**src/rtl/vga_sync.sv**
```systemverilog
// vga_sync: free-running VGA timing generator.
// Counts column/row and decodes visible, sync and line/frame markers.
module vga_sync #(
    parameter int H_VISIBLE     = 640,
    parameter int H_FRONT_PORCH = 16,
    parameter int H_SYNC_PULSE  = 96,
    parameter int H_BACK_PORCH  = 48,
    parameter int V_VISIBLE     = 480,
    parameter int V_FRONT_PORCH = 10,
    parameter int V_SYNC_PULSE  = 2,
    parameter int V_BACK_PORCH  = 33,
    parameter bit H_SYNC_POL    = 1'b0,
    parameter bit V_SYNC_POL    = 1'b0
) (
    input  logic       clk,
    input  logic       reset,
    input  logic       enable,
    output logic [9:0] column,
    output logic [9:0] row,
    output logic       visible,
    output logic       hsync,
    output logic       vsync,
    output logic       line_start,
    output logic       frame_start
);

    localparam int H_TOTAL = H_VISIBLE + H_FRONT_PORCH
                           + H_SYNC_PULSE + H_BACK_PORCH;
    localparam int V_TOTAL = V_VISIBLE + V_FRONT_PORCH
                           + V_SYNC_PULSE + V_BACK_PORCH;

    // 11-bit constants so a sync window ending at 1024 still compares correctly
    localparam logic [10:0] H_VIS  = 11'(H_VISIBLE);
    localparam logic [10:0] H_SS   = 11'(H_VISIBLE + H_FRONT_PORCH);
    localparam logic [10:0] H_SE   = 11'(H_VISIBLE + H_FRONT_PORCH
                                       + H_SYNC_PULSE);
    localparam logic [10:0] V_VIS  = 11'(V_VISIBLE);
    localparam logic [10:0] V_SS   = 11'(V_VISIBLE + V_FRONT_PORCH);
    localparam logic [10:0] V_SE   = 11'(V_VISIBLE + V_FRONT_PORCH
                                       + V_SYNC_PULSE);
    localparam logic [9:0]  H_LAST = 10'(H_TOTAL - 1);
    localparam logic [9:0]  V_LAST = 10'(V_TOTAL - 1);

    if (H_TOTAL > 1024 || H_TOTAL < 1) begin : g_h_total_bad
        $error("vga_sync: H_TOTAL does not fit in 10 bits");
    end
    if (V_TOTAL > 1024 || V_TOTAL < 1) begin : g_v_total_bad
        $error("vga_sync: V_TOTAL does not fit in 10 bits");
    end

    logic [9:0]  r_col;
    logic [9:0]  r_row;
    logic [10:0] w_col;
    logic [10:0] w_row;
    logic        w_h_last;
    logic        w_v_last;
    logic        w_h_vis;
    logic        w_v_vis;
    logic        w_h_act;
    logic        w_v_act;
    logic        w_col0;

    assign w_col    = {1'b0, r_col};
    assign w_row    = {1'b0, r_row};
    assign w_h_last = (r_col == H_LAST);
    assign w_v_last = (r_row == V_LAST);

    // Advance the pixel position; row steps on column wrap, reset wins.
    always_ff @(posedge clk) begin
        if (reset) begin
            r_col <= '0;
            r_row <= '0;
        end else if (enable) begin
            if (w_h_last) begin
                r_col <= '0;
                r_row <= w_v_last ? '0 : r_row + 10'd1;
            end else begin
                r_col <= r_col + 10'd1;
            end
        end
    end

    // Zero-latency decode of the counters; reset forces idle outputs.
    always_comb begin
        w_h_vis = (w_col < H_VIS);
        w_v_vis = (w_row < V_VIS);
        w_h_act = (w_col >= H_SS) && (w_col < H_SE);
        w_v_act = (w_row >= V_SS) && (w_row < V_SE);
        w_col0  = (r_col == 10'd0);

        column      = r_col;
        row         = r_row;
        visible     = !reset && w_h_vis && w_v_vis;
        hsync       = (!reset && w_h_act) ? H_SYNC_POL : ~H_SYNC_POL;
        vsync       = (!reset && w_v_act) ? V_SYNC_POL : ~V_SYNC_POL;
        line_start  = !reset && enable && w_col0;
        frame_start = !reset && enable && w_col0 && (r_row == 10'd0);
    end

endmodule
```
**config.mk**
```make
export PLATFORM = sky130hd
export DESIGN_NAME = vga_sync
export DESIGN_NICKNAME = d
export VERILOG_FILES = /design/src/rtl/vga_sync.sv
export SDC_FILE = /design/constraint.sdc
export NUM_CORES = 1
export LEC_CHECK = 0
export BUFFER_PORTS_ARGS = -buffer_cell sky130_fd_sc_hd__buf_2
export CORE_MARGIN = 2
export CORE_UTILIZATION = 30
export CTS_CLUSTER_DIAMETER = 120
export DETAILED_ROUTE_END_ITERATION = 8
export PLACE_DENSITY = 0.52
export SYNTH_ARGS = -nofsm -noshare
export SYNTH_HDL_FRONTEND = slang
export SYNTH_SLANG_ARGS = --single-unit
```
**constraint.sdc**
```tcl
create_clock -name clk -period 1.7 [get_ports clk]
set_input_delay 0.17 -clock clk [delete_from_list [all_inputs] [get_ports clk]]
set_output_delay 0.17 -clock clk [all_outputs]
set_load 0.05 [all_outputs]
```
==> run summary <==
Fin. Hold Viols: 0
die area: 4233 um^2
initial antenna violation count: 0
grt total ovfl: 0
Post-Synthesis Cells: 134
Final ANT Viol Nets: 0
DRT iter0 DRCs: 74
Pleak: 0.5860 nW
skew final: 0.001206 ns
synth top area cells: dfxtp_1 36%, a21oi_1 4.5%, ha_1 4.5%, o21ai_0 4.5%, or3_1 4.5%
TritonCTS clock tree: done
DP Worst Slack: 0.04408 ns
Worst Path Max Fanout: 2
Skew-Pair Late Insertion Delay: 0.26 ns
top cell type's share of synthesized area: 35.79%
Synth Cell Area: 1119 um^2
unrepaired setup endpoints after global routing: true
async set-or-reset flop fraction in the synthesized netlist: 0%
Synth warnings: 0
run status: complete, no violations
largest net degree at the start of global routing: 13
drt pass-1 iters: 4
nets: 174
worst hold path type: primary input to flip-flop
clock slew at reported path FFs: 0.08 ns
worst slew pin tran: 0.4435 ns
Area after DPL: 1353 um^2
post-route insts no fill: 214
setup ws final: 0.02015 ns
FP Rows: 22
period utilisation layout: 98.81%
endpoints failing setup: 0
sequential fraction of the synthesis area: 35.79%
Non-Filler Cell Area, Final: 1485 um^2
fmax: 595.3 MHz
most frequent cells in the layout: 26 x buf_2, 13 x nor2_1, 11 x dfxtp_2
wire per inst: 12.81 um
critical path type: flip-flop to output pin
multi-input logic area: 739.5 um^2
IO Port Bufs: 27
Synth Flop Type: dfxtp_1
Root Driver: clkbuf_8
Setup TNS Final: 0 ns
Max Transition Viols Final: 0
Die Ht: 65.06 um
synth unique cells: 31
cell area power density: 655.7 nW/um^2
Placeable Area: 3633 um^2
Slew HR: 70.16%
minimum clock period: 1.680 ns
number of synthesized register bits: 20
Vias: 1089
final WL: 2741 um
Core Util, Final: 40.87%
via/cell ratio: 5.089
gpl congestion: 0.7484
first-pass GRT wire length: 4664 um
Max Cap Viol: 0
post-route DRC violation count: 0
synthesized area per cell: 8.348 um^2
Peak VDD IR: 0.2547 mV
commonest non-fill, non-tap cell in the layout: buf_2
H-Tree Depth: 1
FILL cells: 400
EDFF count, synth: 0
width of the die: 65.06 um
CTS sink count: 20
CP Cell Sequence: inv_2 -> ha_4 -> nor4b_4 -> and3_4 -> and4_4 -> buf_8
CP peak stage delay: 0.33 ns
Hold Buf Count CTS: 0
share of layout cells above drive strength 1: 38.55%
Inserted Clock Buffers: 3
Clock Path Buffers: 2
register area: 414.1 um^2
Critical Path Start Type: flip-flop
Fin Hold WS: 0.2714 ns
All-Layer GR Usage: 13.96%
vias in the first global route: 1025
diode count: 0
crit end category: output pin
worst-path cell with the longest stage delay: dfxtp_2
syn_nets: 141
Worst Path Required: 1.53 ns
IO Count: 28
Crit path arrival time: 1.51 ns
post-synth top area cell: dfxtp_1
Pwr Total: 0.9738 mW
placed instance count: 208
initial core utilization: 30.79%
DP Wirelength: 2055 um
area delta synth->final: 32.77%
## flip-flops by register name, indices dropped and copies added, names as in the netlist
register  flops
row          10
column       10
## final timing paths
kind | slack, ns | startpoint | cells after the start | end
max | 0.02 | column[1] | 6 | frame_start
min | 0.27 | enable | 3 | column[0]
max reg2reg | 0.18 | column[5] | 5 | row[8]
min reg2reg | 0.51 | row[0] | 2 | row[0]
## critical path, delay by kind of cell (launching register included)
kind / cells / cell delay, ns
DFF: 1 / 0.33
buffers and inverters: 2 / 0.20
and+or+nand+nor: 3 / 0.61
adders and majority gates: 1 / 0.11
## cells in the mapped netlist, drive strengths merged, types with 5 or more instances
| master | n |
|---|---|
| o21ai | 10 |
| dfxtp | 20 |
| a21oi | 10 |
| inv | 5 |
| xor2 | 5 |
| and4 | 5 |
| or3 | 8 |
| nand3 | 8 |
| nand4 | 9 |
| nand2 | 8 |
| nor2 | 13 |
## power by group
group          internal [mW]  switching, mW
combinational         0.0503         0.0755
clock                  0.206          0.163
sequential             0.474        0.00432
## kinds of logic after synthesis
family	count (synthesis)	share of synthesized area, %
multiplexers	1	0.8949
AO/OA/AOI/OAI	21	9.956
buffers and inverters	11	4.810
adder cells (fa/ha/maj)	4	4.474
XOR/XNOR	9	7.046
flip-flops	20	35.79
AND/OR/NAND/NOR	68	37.03
## final cells by class
cell class / count / area share, %
Timing Repair Buffer: 34 / 13.31
Multi-Input combinational cell: 103 / 49.79
Sequential cell: 20 / 27.89
Clock buffer: 4 / 3.707
Tap cell: 48 / 4.044
Inverter: 5 / 1.264
## per-layer routing
layer,vias to the layer above,track usage (%),part of all wire [%]
li1,545,-,-
met1,505,17.30,47
met2,35,23.58,45
met3,4,3.299,6.3
met4,0,4.948,1.5
met5,-,0,0
## what timing repair did
item	4_1_cts	5_1_grt
setup endpoints to repair	2	9
pin swaps	1	3
resized for setup	6	7
buffers inserted	1	1
Note: power is estimated with default switching activity, not from simulation.
